## src/rtl/result_uart_tx.sv

```systemverilog
// Transmit side of the ALU-over-UART link: a one-entry hold register feeding
// an 8N1 serialiser paced by the shared oversampling baud tick.
module result_uart_tx #(
  parameter int unsigned NB_DATA    = 8,
  parameter int unsigned OVERSAMPLE = 16,
  parameter int unsigned SB_TICK    = 16
) (
  input  logic               i_clock,
  input  logic               i_reset,
  input  logic               i_tick,
  input  logic               i_valid,
  input  logic [NB_DATA-1:0] i_data,
  output logic               o_tx,
  output logic               o_busy,
  output logic               o_tx_done,
  output logic               o_overrun
);

  // The tick counter has to reach the longer of the data-bit and stop-bit lengths.
  localparam int unsigned TickMax = (OVERSAMPLE > SB_TICK) ? OVERSAMPLE : SB_TICK;
  localparam int unsigned TickW   = (TickMax > 1) ? $clog2(TickMax) : 1;
  localparam int unsigned BitW    = (NB_DATA > 1) ? $clog2(NB_DATA) : 1;

  localparam logic [TickW-1:0] DataTickLast = TickW'(OVERSAMPLE - 1);
  localparam logic [TickW-1:0] StopTickLast = TickW'(SB_TICK - 1);
  localparam logic [BitW-1:0]  BitLast      = BitW'(NB_DATA - 1);

  typedef enum logic [3:0] {
    StIdle  = 4'b0001,
    StStart = 4'b0010,
    StData  = 4'b0100,
    StStop  = 4'b1000
  } state_e;

  state_e             state_q;
  logic [TickW-1:0]   tick_cnt_q;
  logic [BitW-1:0]    bit_cnt_q;
  logic [NB_DATA-1:0] shift_q;
  logic               tx_q;
  logic               done_q;

  logic               hold_full_q;
  logic [NB_DATA-1:0] hold_data_q;
  logic               overrun_q;

  logic               drain;
  logic               accept;

  // Hold register handshake: a byte may enter while the hold entry is empty or
  // is being moved into the shift register in this very cycle.
  always_comb begin
    drain  = (state_q == StIdle) && hold_full_q;
    accept = i_valid && (!hold_full_q || drain);
  end

  // One-entry hold register and the overrun strobe for dropped results.
  always_ff @(posedge i_clock) begin
    if (i_reset) begin
      hold_full_q <= 1'b0;
      hold_data_q <= '0;
      overrun_q   <= 1'b0;
    end else begin
      overrun_q <= i_valid && !accept;
      if (accept) begin
        hold_full_q <= 1'b1;
        hold_data_q <= i_data;
      end else if (drain) begin
        hold_full_q <= 1'b0;
      end
    end
  end

  // Frame FSM; line level and done strobe are registered alongside the state.
  always_ff @(posedge i_clock) begin
    if (i_reset) begin
      state_q    <= StIdle;
      tick_cnt_q <= '0;
      bit_cnt_q  <= '0;
      shift_q    <= '0;
      tx_q       <= 1'b1;
      done_q     <= 1'b0;
    end else begin
      done_q <= 1'b0;
      case (state_q)
        StIdle: begin
          tx_q <= 1'b1;
          if (drain) begin
            shift_q    <= hold_data_q;
            tick_cnt_q <= '0;
            tx_q       <= 1'b0;
            state_q    <= StStart;
          end
        end
        StStart: begin
          if (i_tick) begin
            if (tick_cnt_q == DataTickLast) begin
              tick_cnt_q <= '0;
              bit_cnt_q  <= '0;
              tx_q       <= shift_q[0];
              state_q    <= StData;
            end else begin
              tick_cnt_q <= tick_cnt_q + TickW'(1);
            end
          end
        end
        StData: begin
          if (i_tick) begin
            if (tick_cnt_q == DataTickLast) begin
              tick_cnt_q <= '0;
              if (bit_cnt_q == BitLast) begin
                tx_q    <= 1'b1;
                state_q <= StStop;
              end else begin
                // Next line level is the bit that moves into position 0.
                shift_q   <= shift_q >> 1;
                bit_cnt_q <= bit_cnt_q + BitW'(1);
                tx_q      <= shift_q[1];
              end
            end else begin
              tick_cnt_q <= tick_cnt_q + TickW'(1);
            end
          end
        end
        StStop: begin
          if (i_tick) begin
            if (tick_cnt_q == StopTickLast) begin
              tick_cnt_q <= '0;
              done_q     <= 1'b1;
              tx_q       <= 1'b1;
              state_q    <= StIdle;
            end else begin
              tick_cnt_q <= tick_cnt_q + TickW'(1);
            end
          end
        end
        default: begin
          // Corrupted state encoding: fall back to an idle, high line.
          state_q    <= StIdle;
          tick_cnt_q <= '0;
          bit_cnt_q  <= '0;
          tx_q       <= 1'b1;
        end
      endcase
    end
  end

  assign o_tx      = tx_q;
  assign o_busy    = (state_q != StIdle) || hold_full_q;
  assign o_tx_done = done_q;
  assign o_overrun = overrun_q;

endmodule
```

## config.mk

```make
export PLATFORM = sky130hd
export DESIGN_NAME = result_uart_tx
export DESIGN_NICKNAME = d
export VERILOG_FILES = /design/src/rtl/result_uart_tx.sv
export SDC_FILE = /design/constraint.sdc
export NUM_CORES = 1
export LEC_CHECK = 0
export ABC_CLOCK_PERIOD_IN_PS = 4200
export CORE_ASPECT_RATIO = 0.5
export CORE_MARGIN = 2
export CORE_UTILIZATION = 25
export CTS_CLUSTER_DIAMETER = 80
export CTS_CLUSTER_SIZE = 28
export DETAILED_ROUTE_END_ITERATION = 12
export MAX_ROUTING_LAYER = met4
export PLACE_DENSITY_LB_ADDON = 0.1
export SLEW_MARGIN = 30
export SYNTH_ARGS = -nofsm -noshare
export SYNTH_HDL_FRONTEND = slang
export SYNTH_SLANG_ARGS = --single-unit
```

## constraint.sdc

```tcl
create_clock -name i_clock -period 4.2 [get_ports i_clock]
set_input_delay 0.84 -clock i_clock [delete_from_list [all_inputs] [get_ports i_clock]]
set_output_delay 0.84 -clock i_clock [all_outputs]
set_load 0.03 [all_outputs]
```

After elaboration in Yosys (flattened, before gate mapping)
Cells that the tools add are included.
{ "totals": {"register_bits": 31, "in_bits": 12, "output_inout_bits": 4, "elab_cells": 84} }
{ "classes": {"muxes": 36, "n_bitwise": 3, "n_eq_ne": 17, "n_reduce_logical": 17, "n_addsub": 2} }
{ "ops": {"columns": ["op", "count"], "rows": [
  ["$mux 4", 11],
  ["$mux 8", 4],
  ["$ne 2x2->1 const B", 9],
  ["$pmux 4 s4", 1],
  ["$pmux 8 s2", 1],
  ["$mux 3", 5],
  ["$reduce_and 6->1", 2],
  ["$mux 1", 11],
  ["$pmux 3 s3", 1],
  ["$eq 4x4->1 const B", 2],
  ["$pmux 4 s2", 1],
  ["$reduce_and 8->1", 1],
  ["$reduce_or 3->1", 2],
  ["$reduce_and 5->1", 1],
  ["$add 4x1->4 const B", 1],
  ["$eq 4x1->1 const B", 1],
  ["$eq 4x2->1 const B", 1],
  ["$eq 4x3->1 const B", 1],
  ["$ne 4x1->1 const B", 1],
  ["$pmux 1 s4", 1],
  ["$reduce_bool 2->1", 2],
  ["$add 3x1->3 const B", 1],
  ["$eq 3x3->1 const B", 1],
  ["$logic_and 1x1->1", 3],
  ["other kinds (6)", 10]
]} }

Longest topological paths before layout
{ "logic_depth": {"ltp_word": 6, "depth_mapped": 7} }

Least setup slack after synthesis
OpenSTA, ideal clock, no wires.
{ "synth_timing": {"path_type": "register to output", "from": "register state_q[0]", "to": "output port o_busy", "path_stages_with_launch": 4, "arrival_time_ps": 1386, "required_ps": 3360, "setup_slack_ps": 1974, "cell_sequence": "dfxtp_1 > buf_2 > nor4b_2 > nand2_1"} }
{ "synth_via": {"elab_chain_len": 2} }
{ "synth_rtl": {"columns": ["element", "line", "source"], "rows": [
  ["start: declaration", "35", "state_e state_q;"],
  ["start signal: assignment", "76", "state_q <= StIdle;"],
  ["start signal: assignment", "91", "state_q <= StStart;"],
  ["start signal: assignment", "100", "state_q <= StData;"],
  ["$ne 4x1->1", "148", "assign o_busy = (state_q != StIdle) || hold_full_q;"],
  ["$logic_or 1x1->1", "148", null],
  ["end: declaration", "14", "output logic o_busy,"]
]} }
No other way between the ends.

Worst setup path after layout
Ends and elaborated chain as after synthesis.

==> results by group <==
STA
  – Shortest period the worst path allows: 2.92 ns
  – Fmax: 342 MHz
  – Clk_skew: approximately 0.0038 ns
  – Worst slew pin tran: 0.878 ns
  – Setup slack after layout: 1.28 ns
  – Final period utilization: 69.5%
  – RSZ-0062 raised after global routing: false
  – Final setup violation count: 0
  – Final Max Slew Viols: 0
  – Final TNS setup: 0 ns
  – Hold Vio Cnt, Final: 0
  – Relative slew margins: about 41%

Pwr
  – Pwr Total: ~1.2 mW
  – Pwr/cell area: roughly 580 mW/mm2
  – P_leak: 0.700 nW
  – VDD IR-drop max: about 180 uV

Synth
  – Post-Syn Area: 0.00163 mm2
  – Share of synthesized registers carrying an async set or reset: 0%
  – Post-synth top area share: 38.0%
  – EDFF count, synth: 0
  – Synthesized Nets: between 150 and 200
  – Cell taking the most area after synthesis: dfxtp_1
  – Register area share after synthesis: 38.0%
  – FF+latch count, synth: 31
  – Synth unique cells: 47
  – Top cells by area, synth: dfxtp_1 38%, mux2i_1 9.8%, nor2_1 4.8%
  – Mean Syn Cell Area: 9.60 um2
  – Yosys warns: 0
  – Cells after Synth: 170
  – Main synth FF type: dfxtp_1

Layout
  – Layout cells sized above 1: 12.5%
  – Multi-input logic area: 932 um2
  – Reg area: 621 um2
  – Syn-to-layout area delta: 23.5%
  – Core Util, Final: 32.6%
  – Fill cell count: 659
  – Final Net Count: 198
  – Ant diodes: 0

CTS
  – Post-cts sizing count: 0
  – H-tree levels: 2
  – CTS tree: built
  – Num CTS Buffers: 5
  – Root Driver: clkbuf_16
  – CTS sink cnt: 31
  – Clk slew on worst S/H paths: roughly 0.05 ns
  – Post-CTS Setup Repair Bufs: 0
  – Clk Latency, worst-skew pair: 0.27 ns
  – Hold_buf cts: 0
  – Clk buf depth: 2

Worst setup path
  – Bufs and invs on worst path: 2
  – WP data required: 3.36 ns
  – CP startpoint kind: register
  – Setup CP Type: register to output pin
  – Critical path's top delay family: buffers and inverters
  – Arrival time at the worst endpoint: around 2.1 ns
  – Worst Path Max Fanout: 13
  – Crit end category: output pin
  – Critical path's largest stage delay: 0.63 ns
  – CP max stage cell: dfxtp_1
  – Crit-path cells: nor4b_2 -> buf_4 -> nand2_1 -> clkdlybuf4s50_1

Route
  – 1st-iter DRT viols: 60
  – DRC Markers: 0
  – Drt pass-1 iters: 4
  – Via count: 1306
  – ANT nets after route: 0
  – Detailed Route WL: 3600 um
  – Vias/cell: 4.80
  – Post-DR wirelength/cell: 13.2 um

Place
  – DP Worst Slack: about 1.4 ns
  – IO buf count: 15
  – Placer Congestion: just under 0.8
  – HPWL after detailed placement: 2420 um

GRT
  – Gr ovfl total: 0
  – Global-route usage over all layers: 11.3%
  – Vias in the first global route: around 1300
  – Initial antenna violation count: 0
  – Largest net degree at the start of global routing: 39
  – First-pass GRT wire length: 6130 um

Run
  – Max Cap Viol: 0

Status
  – Status: finished clean

Floorplanning
  – Die H: 61.1 um
  – Core Footprint: about 0.006 mm2
  – Rows: 20
  – Die ar.: 0.00723 mm2
  – Initial Utilization: 26.4%
  – Die W: between 100 and 150 um
  – Io pins: 16

Min path
  – Hold Crit Class: register to register
metrics by stage:
| step | hold WS (ns) | std cells | cell area, um2 |
|---|---|---|---|
| after floorplan | 0.443 | 170 | 1630 |
| after global placement | 0.463 | 264 | 1840 |
| after detailed placement | 0.473 | 264 | 1840 |
| after CTS | 0.482 | 272 | 2020 |
| after global routing | 0.513 | 272 | 2020 |
| final | 0.474 | 272 | 2020 |
where the power goes:
group	switching, mW	total [mW]	internal, mW
sequential	0.0580	0.396	0.338
combinational	0.191	0.356	0.166
clock	0.129	0.424	0.295
total	0.378	1.18	0.798
sequential cells by signal, summed over array words and instances (netlist names):
name         cells
hold_data_q      8
shift_q          8
state_q          4
tick_cnt_q       4
bit_cnt_q        3
hold_full_q      1
o_overrun        1
o_tx             1
o_tx_done        1
Yosys cell counts (2+ instances only):
master / n
clkbuf_1: 4
o21ai_0: 8
ha_1: 3
inv_1: 4
and4_1: 2
nor4b_1: 2
nor3_1: 3
dfxtp_1: 31
buf_6: 2
nand4_1: 2
nand2b_1: 5
nand2_1: 4
a21oi_1: 8
mux2i_1: 16
a211oi_2: 3
nand3b_1: 4
buf_2: 4
o32ai_1: 3
a211oi_1: 7
nand3_1: 7
nor3b_1: 2
nor2_1: 21
cell families after synthesis:
family | synth area share [%]
AO/OA/AOI/OAI | 20.8
AND/OR/NAND/NOR | 23.1
adder cells (fa/ha/maj) | 2.30
XOR/XNOR | 0.996
buffers and inverters | 4.90
flip-flops | 38.0
multiplexers | 9.81
layout make-up:
| cell class | count | share of cell area, % |
|---|---|---|
| inverter | 4 | 0.744 |
| timing repair buffer | 17 | 8.19 |
| clock buffer | 6 | 6.89 |
| tap | 88 | 5.46 |
| sequential | 31 | 30.8 |
| multi-input combinational | 124 | 46.2 |
| clock inverter | 2 | 1.74 |
cells in the final DEF, fill, tap and decap left out, types with 2 or more instances in the layout:
cell type / n
dfxtp_1: 31
nor2_1: 21
mux2i_1: 16
clkdlybuf4s50_1: 15
o21ai_0: 8
a21oi_1: 8
a211oi_1: 7
nand3_1: 7
nand2b_1: 5
clkbuf_16: 5
inv_1: 4
nand2_1: 4
nand3b_1: 4
o32ai_1: 3
nor3_1: 3
a211oi_2: 3
ha_1: 3
nor4b_1: 2
and4_1: 2
nor3b_1: 2
nand4_1: 2
buf_4: 2
layer usage:
metal,vias to the layer above,global-route usage [%],part of all wire [%],wire length [um]
li1,667,-,-,-
met1,619,13.6,52,1880
met2,15,18.0,43,1560
met3,5,3.70,3.5,127
met4,0,4.48,0.86,31
met5,-,-,0,0
final timing paths:
kind | from | slack, ns | endpoint | cells past startpoint
max | state_q[0]$_SDFFE_PP1P_ | 1.28 | o_busy | 4
min | hold_data_q[7]$_SDFFE_PP0P_ | 0.47 | shift_q[7]$_SDFFE_PP0P_ | 2
max reg2reg | state_q[2]$_SDFFE_PP0P_ | 1.95 | shift_q[5]$_SDFFE_PP0P_ | 4
min reg2reg | hold_data_q[7]$_SDFFE_PP0P_ | 0.47 | shift_q[7]$_SDFFE_PP0P_ | 2
worst register-to-register path, stage by stage (launching register included):
cell      delay (ns)
dfxtp_1         0.60
or4b_1          0.67
o32ai_4         0.59
nor2_1          0.11
a211oi_2        0.21
(Power assumes the default switching activity.)
